<file path="src/rtl/io_port_controller.sv">
// io_port_controller: memory-mapped I/O port at CPU address 255.
// CPU stores go through a TX FIFO to the device; device words go through an
// RX FIFO to CPU loads. A status word reports occupancy and sticky errors.
//
// Handshake rule for both device-side ports: a word moves on a rising clock
// edge exactly when valid and ready are both 1 in the cycle before that edge.
// valid never waits on ready, and data is held stable while valid && !ready.
module io_port_controller #(
    parameter int WIDTH = 16,
    parameter int DEPTH = 4,
    parameter logic [WIDTH-1:0] EMPTY_VALUE = {WIDTH{1'b0}}
) (
    input  logic             clock,
    input  logic             reset,
    input  logic             io_wr_en,
    input  logic [WIDTH-1:0] io_wr_data,
    input  logic             io_rd_en,
    output logic [WIDTH-1:0] io_rd_data,
    input  logic             status_clr,
    output logic [WIDTH-1:0] io_status,
    output logic [WIDTH-1:0] ext_out_data,
    output logic             ext_out_valid,
    input  logic             ext_out_ready,
    input  logic [WIDTH-1:0] ext_in_data,
    input  logic             ext_in_valid,
    output logic             ext_in_ready
);

    localparam int AW = $clog2(DEPTH);
    localparam int CW = AW + 1;
    localparam logic [CW-1:0] FULL_COUNT = CW'(DEPTH);

    // TX FIFO state
    logic [WIDTH-1:0] tx_mem [DEPTH];
    logic [AW-1:0]    tx_wr_ptr;
    logic [AW-1:0]    tx_rd_ptr;
    logic [CW-1:0]    tx_count;

    // RX FIFO state
    logic [WIDTH-1:0] rx_mem [DEPTH];
    logic [AW-1:0]    rx_wr_ptr;
    logic [AW-1:0]    rx_rd_ptr;
    logic [CW-1:0]    rx_count;

    // Sticky error flags
    logic tx_overflow;
    logic rx_underflow;

    // Derived occupancy and transfer strobes
    logic tx_full;
    logic tx_empty;
    logic rx_full;
    logic rx_empty;
    logic tx_push;
    logic tx_pop;
    logic tx_drop;
    logic rx_push;
    logic rx_pop;
    logic rx_miss;

    assign tx_full  = (tx_count == FULL_COUNT);
    assign tx_empty = (tx_count == '0);
    assign rx_full  = (rx_count == FULL_COUNT);
    assign rx_empty = (rx_count == '0);

    // A full TX FIFO still takes a store when the head leaves on the same edge.
    assign tx_pop  = ext_out_valid && ext_out_ready;
    assign tx_push = io_wr_en && (!tx_full || tx_pop);
    assign tx_drop = io_wr_en && tx_full && !tx_pop;

    // ext_in_ready depends only on rx_full, so a CPU pop never frees a slot
    // for the device within the same cycle.
    assign rx_push = ext_in_valid && ext_in_ready;
    assign rx_pop  = io_rd_en && !rx_empty;
    assign rx_miss = io_rd_en && rx_empty;

    // Outputs are functions of registered state only.
    assign ext_out_valid = !tx_empty;
    assign ext_out_data  = tx_mem[tx_rd_ptr];
    assign ext_in_ready  = !rx_full;
    assign io_rd_data    = rx_empty ? EMPTY_VALUE : rx_mem[rx_rd_ptr];
    assign io_status     = {{(WIDTH-4){1'b0}}, rx_underflow, tx_overflow, !rx_empty, tx_full};

    // TX storage write; contents need no reset because count gates visibility
    always_ff @(posedge clock) begin
        if (tx_push) begin
            tx_mem[tx_wr_ptr] <= io_wr_data;
        end
    end

    // RX storage write
    always_ff @(posedge clock) begin
        if (rx_push) begin
            rx_mem[rx_wr_ptr] <= ext_in_data;
        end
    end

    // TX pointers and count
    always_ff @(posedge clock or negedge reset) begin
        if (!reset) begin
            tx_wr_ptr <= '0;
            tx_rd_ptr <= '0;
            tx_count  <= '0;
        end else begin
            if (tx_push) begin
                tx_wr_ptr <= tx_wr_ptr + AW'(1);
            end
            if (tx_pop) begin
                tx_rd_ptr <= tx_rd_ptr + AW'(1);
            end
            case ({tx_push, tx_pop})
                2'b10:   tx_count <= tx_count + CW'(1);
                2'b01:   tx_count <= tx_count - CW'(1);
                default: tx_count <= tx_count;
            endcase
        end
    end

    // RX pointers and count
    always_ff @(posedge clock or negedge reset) begin
        if (!reset) begin
            rx_wr_ptr <= '0;
            rx_rd_ptr <= '0;
            rx_count  <= '0;
        end else begin
            if (rx_push) begin
                rx_wr_ptr <= rx_wr_ptr + AW'(1);
            end
            if (rx_pop) begin
                rx_rd_ptr <= rx_rd_ptr + AW'(1);
            end
            case ({rx_push, rx_pop})
                2'b10:   rx_count <= rx_count + CW'(1);
                2'b01:   rx_count <= rx_count - CW'(1);
                default: rx_count <= rx_count;
            endcase
        end
    end

    // Sticky flags: a new error on the same edge as status_clr keeps the flag set
    always_ff @(posedge clock or negedge reset) begin
        if (!reset) begin
            tx_overflow  <= 1'b0;
            rx_underflow <= 1'b0;
        end else begin
            tx_overflow  <= (tx_overflow && !status_clr) || tx_drop;
            rx_underflow <= (rx_underflow && !status_clr) || rx_miss;
        end
    end

endmodule

</file>
<file path="config.mk">
export PLATFORM = sky130hd
export DESIGN_NAME = io_port_controller
export DESIGN_NICKNAME = d
export VERILOG_FILES = /design/src/rtl/io_port_controller.sv
export SDC_FILE = /design/constraint.sdc
export NUM_CORES = 1
export LEC_CHECK = 0
export CAP_MARGIN = 10
export CORE_MARGIN = 3
export CORE_UTILIZATION = 48
export CTS_CLUSTER_DIAMETER = 150
export DETAILED_ROUTE_END_ITERATION = 12
export PLACE_DENSITY = 0.75
export SLEW_MARGIN = 5
export SYNTH_ARGS = -nofsm -noshare
export SYNTH_HDL_FRONTEND = slang
export SYNTH_SLANG_ARGS = --single-unit
</file>
<file path="constraint.sdc">
create_clock -name clock -period 2.16 [get_ports clock]
set_input_delay 0.216 -clock clock [delete_from_list [all_inputs] [get_ports clock]]
set_output_delay 0.216 -clock clock [all_outputs]
set_load 0.005 [all_outputs]
</file>
After elaboration in Yosys (flattened, before gate mapping):

Memory sizes are Yosys's and may differ from the RTL's.
Index checks and enable logic that the tools add are counted.
Widths: inputs -> output; s select.

* register bits: 16
* bits in writable memories: 128
* output and inout port bits: 50
* logic and storage cells: 53
* memories: 2

* add/sub/neg operators: 8
* equality and inequality tests: 6
* muxes and demuxes: 7
* reduce and logical (&&, ||, !) cells: 22

Memories
* rx_mem: depth 4, width 16, rd ports 1, clocked after memory_dff 0, wr ports 1, line 40 `logic [WIDTH-1:0] rx_mem [DEPTH];`
* tx_mem: depth 4, width 16, rd ports 1, clocked after memory_dff 0, wr ports 1, line 34 `logic [WIDTH-1:0] tx_mem [DEPTH];`

Operators with widths (number)
* $mux 16: 1
* $pmux 3 s2: 2
* $logic_and 1x1->1: 9
* $add 2x1->2 const B: 4
* $add 3x1->3 const B: 2
* $eq 3x3->1 const B: 2
* $logic_not 1->1: 6
* $logic_not 3->1: 2
* $sub 3x1->3 const B: 2
* $eq 2x1->1 const B: 2
* $eq 2x2->1 const B: 2
* $mux 1: 4
* $reduce_bool 2->1: 2
* $logic_or 1x1->1: 3

Logic depth before layout (Yosys ltp):

Gate-level depths: netlist of the first run.

* depth after elaboration: 7
* mapped depth: 9

Worst setup path before layout of the first run:

Ideal clock, no wire load.

* kind: reg-to-reg
* start: register rx_count[1]
* end: register rx_count[2]
* data arrival time: 1982 ps
* data required time: 2081 ps
* path slack: 99 ps
* stages on the path, launching flop included: 10
* clock period less this slack: 2061 ps
* path through: dfrtp_1 or3b_4 and2_4 inv_1 ha_1 inv_1 fa_1 xor2_1 nor2_1 xor2_1

* longest elaborated chain between the ends: 5

Ends and longest elaborated chain
* start: declaration: line 43 `logic [CW-1:0] rx_count;`
* start signal: assignment: line 133 `2'b10: rx_count <= rx_count + CW'(1);`
* start signal: assignment: line 134 `2'b01: rx_count <= rx_count - CW'(1);`
* start signal: assignment: line 135 `default: rx_count <= rx_count;`
* $eq 3x3->1 (*): line 63 `assign rx_full = (rx_count == FULL_COUNT);`
* $logic_not 1->1 (*): line 80 `assign ext_in_ready = !rx_full;`
* via ext_in_ready: line 26 `output logic ext_in_ready`
* $logic_and 1x1->1 (*): line 73 `assign rx_push = ext_in_valid && ext_in_ready;`
* $eq 2x1->1 or $eq 2x2->1 (tied branches): line 132 `case ({rx_push, rx_pop})`
* $pmux 3 s2 or $reduce_bool 2->1 (tied branches)

The timed path passes the listed nets; every way through them passes the cells marked *.
A chain may end at the register's enable or synchronous reset.

Worst setup path in the final report of the first run:

* start: register rx_rd_ptr[0]
* end: output port io_rd_data[14]

* longest elaborated chain between the ends: 2

Ends and longest elaborated chain
* start: declaration: line 42 `logic [AW-1:0] rx_rd_ptr;`
* start signal: assignment: line 130 `rx_rd_ptr <= rx_rd_ptr + AW'(1);`
* $mem_v2 4x16
* $mux 16: line 81 `assign io_rd_data = rx_empty ? EMPTY_VALUE : rx_mem[rx_rd_ptr];`
* end: declaration: line 18 `output logic [WIDTH-1:0] io_rd_data,`

Every way passes these cells.

==> results of run 1 <==
==> metal layers <==
layer	vias to the layer above	routed length, microns	GRT usage, %
met5	-	0	0
li1	1290	-	-
met4	0	102	6.34
met1	1474	4450	21.5
met2	82	5410	27.7
met3	10	499	5.38
==> worst min path at each step <==
stage | end | slack [ns] | depth (start not counted) | start
floorplan | rx_count[0] | -0.08 | 0 | reset
global placement | tx_rd_ptr[1] | 0.46 | 1 | tx_rd_ptr[1]
detailed placement | tx_rd_ptr[1] | 0.47 | 1 | tx_rd_ptr[1]
CTS | tx_rd_ptr[1] | 0.26 | 1 | reset
global route | tx_rd_ptr[0] | 0.31 | 1 | reset
finish | tx_rd_ptr[1] | 0.25 | 1 | reset
==> cells by family (layout without fill, tap and decap cells) <==
kind of cell / count (synthesis) / count (layout) / share of synthesized area (%)
flip-flops: 144 / 144 / 73.2
buffers and inverters: 40 / 152 / 4.21
AND/OR/NAND/NOR: 38 / 38 / 4.27
multiplexers: 35 / 35 / 13.1
adder cells (fa/ha/maj): 12 / 12 / 2.85
XOR/XNOR: 12 / 12 / 1.81
AO/OA/AOI/OAI: 4 / 4 / 0.432
other: 1 / 12 / 0.0647
==> state kept, by name (all words and copies together), names as in the netlist <==
register and count:
tx_count 3, tx_rd_ptr 2, rx_underflow 1, tx_overflow 1
rx_mem 64, rx_rd_ptr 2, tx_wr_ptr 2, rx_count 3
rx_wr_ptr 2, tx_mem 64
==> per-stage QoR <==
step / setup TNS, ns / total power, uW / worst slack, ns / std cells / hold WS (ns)
global route: 0 / 11300 / 0.000625 / 552 / 0.306
CTS: -0.128 / 10800 / -0.0330 / 550 / 0.258
finish: 0 / 10700 / 0.0652 / 552 / 0.252
detailed placement: -0.0327 / 7520 / -0.0222 / 503 / 0.470
global placement: 0 / 7430 / 0.0584 / 503 / 0.463
floorplan: 0 / 5930 / 0.0989 / 297 / -0.0796
==> layout make-up <==
cell class	instances	area [sq um]	area share, %
Inverter	15	56.3	0.750
Tap cell	143	179	2.38
Clock inverter	14	163	2.17
Multi-Input combinational cell	113	1400	18.7
Sequential cell	144	4250	56.5
Timing Repair Buffer	105	1030	13.8
Clock buffer	18	429	5.71
==> power by group <==
part,internal [uW],switching (uW)
registers,3730,287
clock network,1810,1090
logic,2260,1520
total,7800,2900
==> cell usage after synthesis, drive strengths merged, types with 2 or more instances <==
cell      n
buf      24
and2     22
ha       10
fa        2
mux4     32
mux2      2
xnor2     6
nand2     3
inv      15
o21ai     2
edfxtp  128
and3      5
or3       2
dfrtp    16
xor2      6
nor2      2
==> worst max-delay path: cells and delay by family (launching register included) <==
kind	cells	cell delay [ns]
muxes	1	0.49
DFF	1	0.44
and+or+nand+nor	1	0.17
buffers and inverters	3	0.36
==> repair_timing <==
action	in CTS	in global routing
resized for setup	101	10
pin swaps	6	5
cloned	2	1
setup buffers	13	3
setup endpoints to repair	32	17
==> metrics.md, run 1 <==
| Metric | Value |
|---|---|
| Final Core Density | `64.7%` |
| PortBufs | `76` |
| Synth top area share | `66.3%` |
| Drt wl/cell | `18.9 microns` |
| Clock Latency Late Sink | `0.41 ns` |
| Row cnt | `39` |
| Mean Syn Cell Area | `20.3 sq um` |
| Antenna Violating Nets Remaining | `0` |
| Netlist Area Pre-Place | `5800 sq um` |
| Critical Path, Cell by Cell | `buf_12, buf_12, mux4_2, and2_4, buf_6` |
| Final period util | `97.0%` |
| Cell count after synthesis | `286` |
| Worst R2R Setup Slack | `0.09 ns` |
| Leading register cell type out of synthesis | `edfxtp_1` |
| Syn. warnings | `0` |
| H-tree levels | `4` |
| Initial Util | `49.9%` |
| Seq cells post-synth | `144` |
| R2r worst-path depth | `9` |
| Max Cap Violations | `0` |
| Clock root buffer master | `clkbuf_16` |
| Crit path launch type | `flip-flop` |
| Total CTS buffers | `17` |
| Async SR Flop Fraction | `11.1%` |
| Vias in the first global route | `3057` |
| Worst slew pin tran | `0.762 ns` |
| Post-route DRC violation count | `0` |
| Hold buffer count at CTS | `0` |
| Initial antenna violation count | `0` |
| Drt initial violations | `169` |
| Power Density | `1420 nW/um^2` |
| Register area share after synthesis | `73.2%` |
| Critical path type | `reg2out` |
| Post-route cell area | `7510 sq um` |
| Worst path required time | `1.94 ns` |
| CP endpoint kind | `primary output` |
| CTS sink cnt | `144` |
| Crit path launch | `rx_rd_ptr[0]` |
| Largest net degree at the start of global routing | `20` |
| Worst Clk Skew | `0.00836 ns` |
| Core area | `11600 sq um` |
| Die width | `116 microns` |
| Final hold violation count | `0` |
| Slowest cell on crit path | `mux4_2` |
| Worst hold path type | `in2async` |
| Peak Freq | `477 MHz` |
| Worst-path fanout max | `7` |
| Placed Instance Area | `6720 sq um` |
| DR vias/cell | `5.17` |
| Commonest non-fill, non-tap cells in the layout | `edfxtp_1 (128), clkdlybuf4s50_1 (45), mux4_2 (32)` |
| Clock tree buffer depth | `2` |
| Max-slew violations | `0` |
| Die ar. | `13400 sq um` |
| Pleak | `0.00277 uW` |
| Clk slew on worst S/H paths | `0.06 ns` |
| Vias | `2856` |
| Commonest non-fill, non-tap cell in the layout | `edfxtp_1` |
| Unrepaired setup endpoints after global routing | `false` |
| # setup viols final | `0` |
| Global-route wire length before repair | `16500 microns` |
| Pre-antenna DRT Iters | `4` |
| Crit path DAT | `1.88 ns` |
| Area grow syn2layout | `29.6%` |
| WL final | `10500 microns` |
| Chip height | `116 microns` |
| Top cell by count, worst path | `buf_12` |
| Crit path to | `io_rd_data[14]` |
| Worst slew margin | `49.0%` |
| NumNets Final | `447` |
| Count of cell types in the netlist | `32` |
| Final global-route overflow total | `0` |
| Post-synth EDFFs | `128` |
| VDD IR-drop max | `1.12 mV` |
| Ant diodes | `0` |
| HPWL reported at the end of detailed placement | `6380 microns` |
| Layout cells sized above 1 | `33.0%` |
| Top Ports | `89` |
| Period minus WS final | `2.09 ns` |
| Fillcell total | `795` |
| Synth top area cells | `edfxtp_1 (66%), mux4_2 (12%), dfrtp_1 (6.9%), and2_1 (2.3%), buf_4 (2.2%)` |
| Cell taking the most area after synthesis | `edfxtp_1` |
| Capturing point of the worst reg2reg path | `rx_count[2]` |
| Status | `finished, final reports clean` |
| GRT Overall Usage | `17.0%` |
| RePlAce Congestion | `0.794` |
| Slowest cell delay on critical path | `0.49 ns` |
| R2R Path Start | `rx_count[0]` |
| CTS tree | `done` |
(Power assumes the default switching activity.)
==> run 2, diff against run 1 <==
SETUP_SLACK_MARGIN = 0.1   (was default)
==> run 2 against run 1 <==
Against the previous run:
- largest power group is now combinational cells
- critical path type unchanged
- clock skew is 0.0014 ns lower
- highest routed layer unchanged
- largest cell class unchanged
- critical endpoint is now io_rd_data[13]
- cell area up 2.8%
- non-clock buffer count increased by 14
==> metrics.md, run 2 (synthesized netlist as in run 1, its figures left out) <==
| Metric | Value |
|---|---|
| Vias | `2960 (+3.6%)` |
| WL final | `10700 microns (+2.7%)` |
| Total chip power | `11400 uW (+6.3%)` |
| Post-route DRC violation count | `0 (unchanged)` |
| Ant diodes | `0 (unchanged)` |
| PortBufs | `76 (unchanged)` |
| Critical Path, Cell by Cell | `buf_16, buf_6, buf_8, mux4_2, and2_4, buf_6` |
| Clock Latency Late Sink | `0.41 ns (about the same)` |
| HPWL reported at the end of detailed placement | `6390 microns (+0.17%)` |
| Largest regs | `rx_mem: 64 flops, tx_mem: 64 flops` |
| WL met1 | `4190 microns (-5.8%)` |
| # setup viols final | `0 (unchanged)` |
| CTS sink cnt | `144 (unchanged)` |
| Hold WS | `0.251 ns (-0.00111 ns)` |
| P_sw | `2970 uW (+2.5%)` |
| Clock tree buffer depth | `2 (unchanged)` |
| Combinational power share | `36.2% (+0.8 points)` |
| RePlAce Congestion | `0.779 (-1.9%)` |
| Critical path type | `reg2out` |
| R2R Path Start | `rx_count[0]` |
| DR WL met2 | `5600 microns (+3.6%)` |
| Sequential power share | `35.2% (-2.3 points)` |
| Layout cells sized above 1 | `38.9% (+5.9 points)` |
| Commonest non-fill, non-tap cells in the layout | `edfxtp_1 (128), clkdlybuf4s50_1 (42), mux4_2 (32)` |
| Drt wl/cell | `19.0 microns (+0.33%)` |
| Global-route wire length before repair | `17000 microns (+2.5%)` |
| Die ar. | `13400 sq um (unchanged)` |
| Highest routed layer | `met4` |
| Largest net degree at the start of global routing | `20 (unchanged)` |
| Row cnt | `39 (unchanged)` |
| CP endpoint kind | `primary output` |
| Slowest cell delay on critical path | `0.49 ns (about the same)` |
| Initial antenna violation count | `0 (unchanged)` |
| Worst path required time | `1.94 ns (about the same)` |
| Pre-antenna DRT Iters | `4 (unchanged)` |
| Peak Freq | `463 MHz (-3.0%)` |
| Met3 WL post-DR | `676 microns (+35%)` |
| Worst-path fanout max | `3 (-4)` |
| NumNets Final | `461 (+3.1%)` |
| Top cell by count, worst path | `buf_6` |
| Worst hold path type | `in2async` |
| Final period util | `99.9% (+3.0 points)` |
| Total CTS buffers | `17 (unchanged)` |
| Clock power share | `28.5% (+1.4 points)` |
| Drt initial violations | `168 (-0.59%)` |
| VDD IR-drop max | `0.913 mV (-18%)` |
| Chip height | `116 microns (unchanged)` |
| Core area | `11600 sq um (unchanged)` |
| Period minus WS final | `2.16 ns (+0.0639 ns)` |
| Antenna Violating Nets Remaining | `0 (unchanged)` |
| Non-Filler Instances | `565 (+2.4%)` |
| Hold buffer count at CTS | `0 (unchanged)` |
| Final hold violation count | `0 (unchanged)` |
| Max-slew violations | `0 (unchanged)` |
| Power Density | `1470 nW/um^2 (+3.4%)` |
| Capturing point of the worst reg2reg path | `rx_count[2]` |
| Worst Clk Skew | `0.00694 ns (-0.00141 ns)` |
| Max Cap Violations | `0 (unchanged)` |
| Final global-route overflow total | `0 (unchanged)` |
| H-tree levels | `4 (unchanged)` |
| Inst Count DP | `504 (+0.20%)` |
| Placed Instance Area | `6720 sq um (unchanged)` |
| Final Core Density | `66.5% (+1.8 points)` |
| Initial Util | `49.9% (unchanged)` |
| DR vias/cell | `5.24 (+1.3%)` |
| Crit path launch type | `flip-flop` |
| GRT Overall Usage | `17.5% (+0.51 points)` |
| Post-route cell area | `7720 sq um (+2.8%)` |
| Crit path launch | `rx_rd_ptr[0]` |
| Pleak | `0.00287 uW (+3.9%)` |
| Worst R2R Setup Slack | `0.13 ns (+0.04 ns)` |
| Status | `finished, final reports clean` |
| Clk slew on worst S/H paths | `0.06 ns (about the same)` |
| Crit path DAT | `1.94 ns (+0.06 ns)` |
| R2r worst-path depth | `9 (unchanged)` |
| Crit path buffers/inverters | `4 (+1)` |
| Fillcell total | `766 (-3.6%)` |
| Worst slew margin | `49.2% (+0.16 points)` |
| Sw frac | `26.1% (-0.97 points)` |
| Int Pwr | `8400 uW (+7.7%)` |
| Clock root buffer master | `clkbuf_16` |
| Unrepaired setup endpoints after global routing | `true` |
| Crit path max-delay family | `multiplexers` |
| Vias in the first global route | `3219 (+5.3%)` |
| Worst slew pin tran | `0.759 ns (-0.00240 ns)` |
| Slowest cell on crit path | `mux4_2` |
| Die width | `116 microns (unchanged)` |
| CTS tree | `done` |
| Top Ports | `89 (unchanged)` |
| Area grow syn2layout | `33.2%` |
| Commonest non-fill, non-tap cell in the layout | `edfxtp_1` |
## run 2: cell count changes in the layout (fill, tap and decap cells not counted), moves of 3 or more
| cell | before | now |
|---|---|---|
| buf_6 | 11 | 27 |
| dlygate4sd2_1 | 15 | 5 |
| buf_4 | 15 | 23 |
| clkinv_4 | 0 | 5 |
| bufinv_16 | 3 | 6 |
| clkbuf_2 | 1 | 4 |
| clkdlybuf4s50_1 | 45 | 42 |
| clkinv_2 | 4 | 1 |
| inv_6 | 3 | 0 |
## run 2: power by group through the flow
| stage | Sequential, uW | Clock [uW] | Combinational [uW] |
|---|---|---|---|
| finish | 4010 | 3240 | 4120 |
| global route | 4070 | 3420 | 4490 |
| CTS | 4010 | 3310 | 3990 |
| detailed placement | 4020 | 0 | 3510 |
| global placement | 3970 | 0 | 3460 |
| floorplan | 3920 | 0 | 2020 |
## run 2: worst max path at each step
stage | endpoint | slack [ns] | depth (start not counted)
floorplan | rx_count[2] | 0.13 | 9
global placement | tx_count[2] | 0.05 | 10
detailed placement | tx_count[2] | -0.02 | 10
CTS | io_rd_data[5] | -0.05 | 5
global route | io_rd_data[13] | -0.05 | 6
finish | io_rd_data[13] | 0.001 | 6
## run 2: layout make-up
cell class	count	area [sq um]	share of cell area (%)
sequential	144	4250	55.0
multi-input combinational	113	1400	18.2
timing repair buffer	119	1160	15.1
clock buffer	17	425	5.51
clock inverter	14	240	3.11
tap	143	179	2.32
inverter	15	58.8	0.762
## run 2: per-layer routing
metal	global-route usage, %	vias to the layer above
met3	5.80	25
met4	7.66	0
li1	-	1321
met1	19.8	1517
met5	0	-
met2	30.3	97
## run 2: timing repair
item / in CTS / in global routing
resized for setup: 147 / 27
endpoints found under the hold margin: 0 / 0
gates cloned: 2 / 0
setup endpoints to repair: 34 / 24
pin swaps: 18 / 5
buffers inserted: 28 / 0
## run 2: per-stage QoR
stage / setup TNS, ns / setup slack [ns]
3_5_place_dp: -0.0180 / -0.0180
6_report: 0 / 0.00127
4_1_cts: -0.0642 / -0.0464
3_3_place_gp: 0 / 0.0540
5_1_grt: -0.0857 / -0.0517
2_1_floorplan: 0 / 0.130
==> run 3, diff against run 2 <==
CELL_PAD_IN_SITES_DETAIL_PLACEMENT = 0   (was default)
CELL_PAD_IN_SITES_GLOBAL_PLACEMENT = 1   (was default)
CORE_MARGIN = 10   (was 3)
CORE_UTILIZATION = 42   (was 48)
PLACE_DENSITY = default   (was 0.75)
PLACE_DENSITY_LB_ADDON = 0.1   (was default)
==> run 3 against run 2 <==
Against the previous run:
- setup slack gained 0.053 ns
- fmax grew 2.5%
- global-route usage shrank 5.1 points
- via count shrank 4.6%
- largest power group unchanged
==> metrics.md, run 3 (synthesized netlist as in run 1, its figures left out) <==
| Metric | Value |
|---|---|
| GRT Overall Usage | `12.4% (-5.1 points)` |
| Max-slew violations | `0 (unchanged)` |
| Die ar. | `18900 sq um (+41%)` |
| Row cnt | `42 (+7.7%)` |
| Total CTS buffers | `17 (unchanged)` |
| Worst-path fanout max | `5 (+2)` |
| Global-route wire length before repair | `17200 microns (+1.3%)` |
| Pre-antenna DRT Iters | `4 (unchanged)` |
| Clock Latency Late Sink | `0.41 ns (about the same)` |
| WL final | `11000 microns (+2.0%)` |
| Power Density | `1430 nW/um^2 (-2.6%)` |
| HPWL reported at the end of detailed placement | `7020 microns (+9.9%)` |
| VDD IR-drop max | `0.764 mV (-16%)` |
| Core area | `13400 sq um (+15%)` |
| Final WS setup | `0.0538 ns (+0.0525 ns)` |
| Final hold violation count | `0 (unchanged)` |
| Layout cells sized above 1 | `37.3% (-1.6 points)` |
| Unrepaired setup endpoints after global routing | `true` |
| Final period util | `97.5% (-2.4 points)` |
| Final global-route overflow total | `0 (unchanged)` |
| Clock root buffer master | `clkbuf_16` |
| Worst hold path type | `in2async` |
| Worst Clk Skew | `0.00810 ns (+0.00116 ns)` |
| Area grow syn2layout | `31.4%` |
| CP endpoint kind | `primary output` |
| DR vias/cell | `4.79 (-8.5%)` |
| NumNets Final | `453 (-1.7%)` |
| Clock tree buffer depth | `2 (unchanged)` |
| Placed Instance Area | `6810 sq um (+1.4%)` |
| RePlAce Congestion | `0.726 (-6.8%)` |
| H-tree levels | `4 (unchanged)` |
| Initial antenna violation count | `0 (unchanged)` |
| Period minus WS final | `2.11 ns (-0.0525 ns)` |
| Status | `finished, final reports clean` |
| # setup viols final | `0 (unchanged)` |
| Initial Util | `43.2% (-6.7 points)` |
| Vias | `2824 (-4.6%)` |
| Pleak | `0.00280 uW (-2.6%)` |
| Post-route DRC violation count | `0 (unchanged)` |
| Drt wl/cell | `18.6 microns (-2.2%)` |
| Largest regs | `rx_mem: 64 flops, tx_mem: 64 flops` |
| Largest net degree at the start of global routing | `20 (unchanged)` |
| Max Cap Violations | `0 (unchanged)` |
| CTS sink cnt | `144 (unchanged)` |
| Crit path launch type | `flip-flop` |
| Fillcell total | `1083 (+41%)` |
| Pre-CTS setup slack | `-0.0436 ns (-0.0256 ns)` |
| Ant diodes | `0 (unchanged)` |
| Chip height | `137 microns (+19%)` |
| CTS tree | `done` |
| PortBufs | `76 (unchanged)` |
| Top Ports | `89 (unchanged)` |
| Antenna Violating Nets Remaining | `0 (unchanged)` |
| Setup TNS | `0 ns (unchanged)` |
| Vias in the first global route | `3189 (-0.93%)` |
| Commonest non-fill, non-tap cell in the layout | `edfxtp_1` |
| Crit path DAT | `1.89 ns (-0.05 ns)` |
| Drt initial violations | `148 (-12%)` |
| Worst path required time | `1.94 ns (about the same)` |
| Die width | `137 microns (+19%)` |
| Commonest non-fill, non-tap cells in the layout | `edfxtp_1 (128), clkdlybuf4s50_1 (42), mux4_2 (32)` |
| Peak Freq | `475 MHz (+2.5%)` |
| Critical path type | `reg2out` |
| Clk slew on worst S/H paths | `0.06 ns (about the same)` |
| Post-route cell area | `7610 sq um (-1.4%)` |
==> run 3: cell count changes in the layout (fill, tap and decap cells not counted), sizes merged <==
cell / previous run / this run
clkinv: 7 / 5
bufinv: 6 / 4
clkbuf: 22 / 26
buf: 66 / 59
clkdlybuf4s15: 1 / 0
clkinvlp: 1 / 0
==> run 3: area by class of cell <==
class / instances / area (sq um) / share of cell area (%)
Sequential cell: 144 / 4250 / 55.8
Multi-Input combinational cell: 113 / 1410 / 18.6
Timing Repair Buffer: 111 / 1090 / 14.3
Clock buffer: 21 / 440 / 5.78
Tap cell: 176 / 220 / 2.89
Clock inverter: 9 / 141 / 1.86
Inverter: 15 / 58.8 / 0.772
==> run 3: where the power goes <==
part | switching [uW] | internal, uW
Sequential | 259 | 3730
Clock | 998 | 1900
Combinational | 1620 | 2420
==> run 3: worst paths after layout <==
path                                   start        endpoint  slack [ns]  cells after the start
worst max-delay path            rx_rd_ptr[0]  io_rd_data[15]        0.05                      6
worst min-delay path                   reset     tx_overflow        0.13                      2
worst max register to register   rx_count[0]     rx_count[2]        0.15                      9
worst min register to register   rx_count[2]     rx_count[2]        0.50                      1
max in group asynchronous              reset    rx_rd_ptr[0]        1.81                      2
min in group clock                  io_wr_en     tx_overflow        0.39                      3
==> run 3: metal layers <==
layer	track usage (%)	wire (microns)	vias to the layer above
met4	5.97	177	0
met5	0	0	-
li1	-	-	1310
met2	21.2	5640	68
met1	13.6	4470	1433
met3	4.22	666	13
==> run 3: worst max-delay path, stage by stage (launching register included) <==
cell     delay [ns]
dfrtp_2        0.42
buf_4          0.14
buf_6          0.12
buf_16         0.13
mux4_2         0.41
and2_4         0.15
buf_2          0.12
==> run 3: through the flow <==
stage               utilization, %  total power, uW  hold WS [ns]  instances
floorplan                        -             5940       -0.0796        297
global placement              50.8             7660         0.485        539
detailed placement            50.8             7700         0.483        539
CTS                           56.5            11000         0.128        587
global route                  56.8            11600         0.138        589
finish                        56.8            10900         0.132        589
==> run 3: repair_timing <==
action                                  in CTS  in global routing
gates resized for setup                    143                 24
hold buffers                                 0                  0
endpoints found under the hold margin        0                  0
pin swaps                                   20                  7
endpoints found under the setup margin      34                 28
buffers inserted                            16                  3
gates cloned                                 2                  0
==> patch (config.mk and constraints of run 1) <==
Set the parameter `WIDTH` to 12 (it was 16).
--- a/src/rtl/io_port_controller.sv
+++ b/src/rtl/io_port_controller.sv
@@ -6,7 +6,7 @@
 // edge exactly when valid and ready are both 1 in the cycle before that edge.
 // valid never waits on ready, and data is held stable while valid && !ready.
 module io_port_controller #(
-    parameter int WIDTH = 16,
+    parameter int WIDTH = 12,
     parameter int DEPTH = 4,
     parameter logic [WIDTH-1:0] EMPTY_VALUE = {WIDTH{1'b0}}
 ) (
Interface: changed (5 resized); port bits go from 89 to 69. No check against the original RTL was run, so the function may have changed too.
==> patch against run 1 <==
Die area decreased by 19%. Total power decreased by 31%. Wire length decreased by 26%. First-iteration DRC count decreased by 65%. Synthesized area decreased by 20%. Worst hold slack improved by 0.021 ns. Setup slack got worse by 0.0041 ns. Maximum frequency decreased by 0.20%. Clock skew increased by 0.0030 ns. Via count decreased by 18%. Sequential cell count decreased by 32. Final cell count decreased by 15%. Design area decreased by 23%. Largest cell class unchanged. Highest routed layer unchanged.
==> patch: results <==
{
  "run_status": "complete, no violations",
  "cts_htree_levels": 3,
  "final_net_count": 376,
  "cts_max_path_buffers": 2,
  "critical_path_peak_fanout": 4,
  "setup_total_negative_slack_ns": 0,
  "antenna_found_initial": 0,
  "place.detailed.hpwl_mm": 5.18,
  "timing.final.setup_violations": 0,
  "tightest_slew_ns": 0.734,
  "synth_edf_count": 96,
  "worst-endpoint-arrival_ns": 2.35,
  "global_placer_s_final_weighted_congestion": 0.759,
  "number_of_detailed_routing_iterations_run_before_antenna_repair": 6,
  "placement.io_buffers": 60,
  "async_flop_share_pct": 14.3,
  "clk-insertion-delay-late_ns": 0.36,
  "leakage_power_summed_over_all_cells_nw": 2.20,
  "final.setup_skew_ns": 0.0114,
  "via_count_of_the_first_global_routing_pass": 2504,
  "min-delay-path-class": "input pin to asynchronous set/reset pin",
  "cts-buffers-inserted": 9,
  "max-vdd-ir-drop_mv": 0.752,
  "synth_commonest_cells": "edfxtp_1 (96), mux4_2 (24), and2_1 (17), dfrtp_1 (16), inv_1 (15)",
  "synth_cell_type_count": 37,
  "reg2reg_setup_slack_ns": 0.06,
  "total_global_routing_track_utilization_pct": 15.0,
  "routed_wirelength_mm": 7.76,
  "synth-warning-count": 0,
  "cts_root_buf": "clkbuf_8",
  "synthDominantCellAreaShare_pct": 62.1,
  "grt_max_degree": 21,
  "cts.clk_slew.worst_paths_ns": 0.11,
  "synth.top_cells.by_area": "edfxtp_1 (62%), mux4_2 (12%), dfrtp_1 (8.6%)",
  "dr_total_vias": 2343,
  "dr.first_iter.drc_count": 59,
  "drive_gt1_share_pct": 26.5,
  "top_regs": "rx_mem x48, tx_mem x48",
  "insertedDiodeCount": 0,
  "global_route_wire_length_before_repair_mm": 12.7,
  "report.final.hold_viol_count": 0,
  "slew_violations": 0,
  "synth_seq_area_share_pct": 70.8
}
==> patch: cell types whose count changed in the layout (fill, tap and decap cells not counted), sizes merged, moves of 4 or more <==
cell / delta
edfxtp: -32
buf: -9
dlygate4sd2: -9
dlymetal6s2s: +9
mux4: -8
clkbuf: -7
clkdlybuf4s50: -7
and2: -4
clkinv: -4
conb: -4
==> patch: area by class of cell <==
cell class	instances	area, µm²
fill	678	3510
sequential	112	3290
multi-input combinational	104	1200
timing repair buffer	92	907
tap	129	161
clock buffer	9	124
clock inverter	7	86.3
inverter	15	56.3
==> patch: routing by layer <==
layer,track usage (%),part of all wire (%),up-vias
li1,-,-,1084
met1,18.3,41,1168
met2,26.1,53,85
met3,4.16,5.6,6
met4,4.56,0.75,0
met5,0,0,-
==> patch: critical path, cell delays in order, from the launching register on <==
cell and delay [ns]:
dfrtp_1 0.42, or3b_4 0.40, and2_4 0.18, inv_1 0.06, ha_2 0.18, inv_1 0.05, fa_2 0.33, xor2_1 0.15
nor2_1 0.06, xor2_1 0.15
==> patch: per-stage QoR <==
step           cells  setup slack, ns  hold slack, ns  power (mW)  area [µm²]
3_5_place_dp     437           0.0133           0.472        6.07        5450
4_1_cts          463          -0.0168           0.288        7.44        5750
6_report         468           0.0611           0.273        7.41        5820
5_1_grt          468          -0.0658           0.318        7.89        5820
3_3_place_gp     437           0.0923           0.465        6.02        5450
2_1_floorplan    251           0.0984         -0.0796        4.77        4670
==> patch: worst paths after layout <==
| check | start | to | cells after the start |
|---|---|---|---|
| hold / removal | reset | rx_underflow | 1 |
| setup / recovery | rx_count[1] | rx_count[2] | 9 |
| setup reg to reg | rx_count[1] | rx_count[2] | 9 |
| min in group clock | io_rd_en | rx_underflow | 3 |
| hold reg to reg | tx_rd_ptr[1] | tx_rd_ptr[1] | 1 |
| max in group asynchronous | reset | rx_rd_ptr[1] | 1 |
==> patch: kinds of logic after synthesis <==
family / share of synthesized area (%)
AO/OA/AOI/OAI: 1.70
adder cells (fa/ha/maj): 3.29
AND/OR/NAND/NOR: 5.42
other: 0.0808
multiplexers: 12.2
buffers and inverters: 4.26
flip-flops: 70.8
XOR/XNOR: 2.27
==> patch: timing repair <==
item,in CTS,in global routing
setup buffers,10,5
cloned,0,1
pin swaps,5,2
setup endpoints to repair,14,20
gates resized for setup,26,18
==> patch: power breakdown <==
group          switching [mW]  internal [mW]  total (mW)
clock                   0.701          0.563        1.26
combinational            1.17           1.80        2.97
sequential              0.283           2.90        3.18
total                    2.15           5.26        7.41
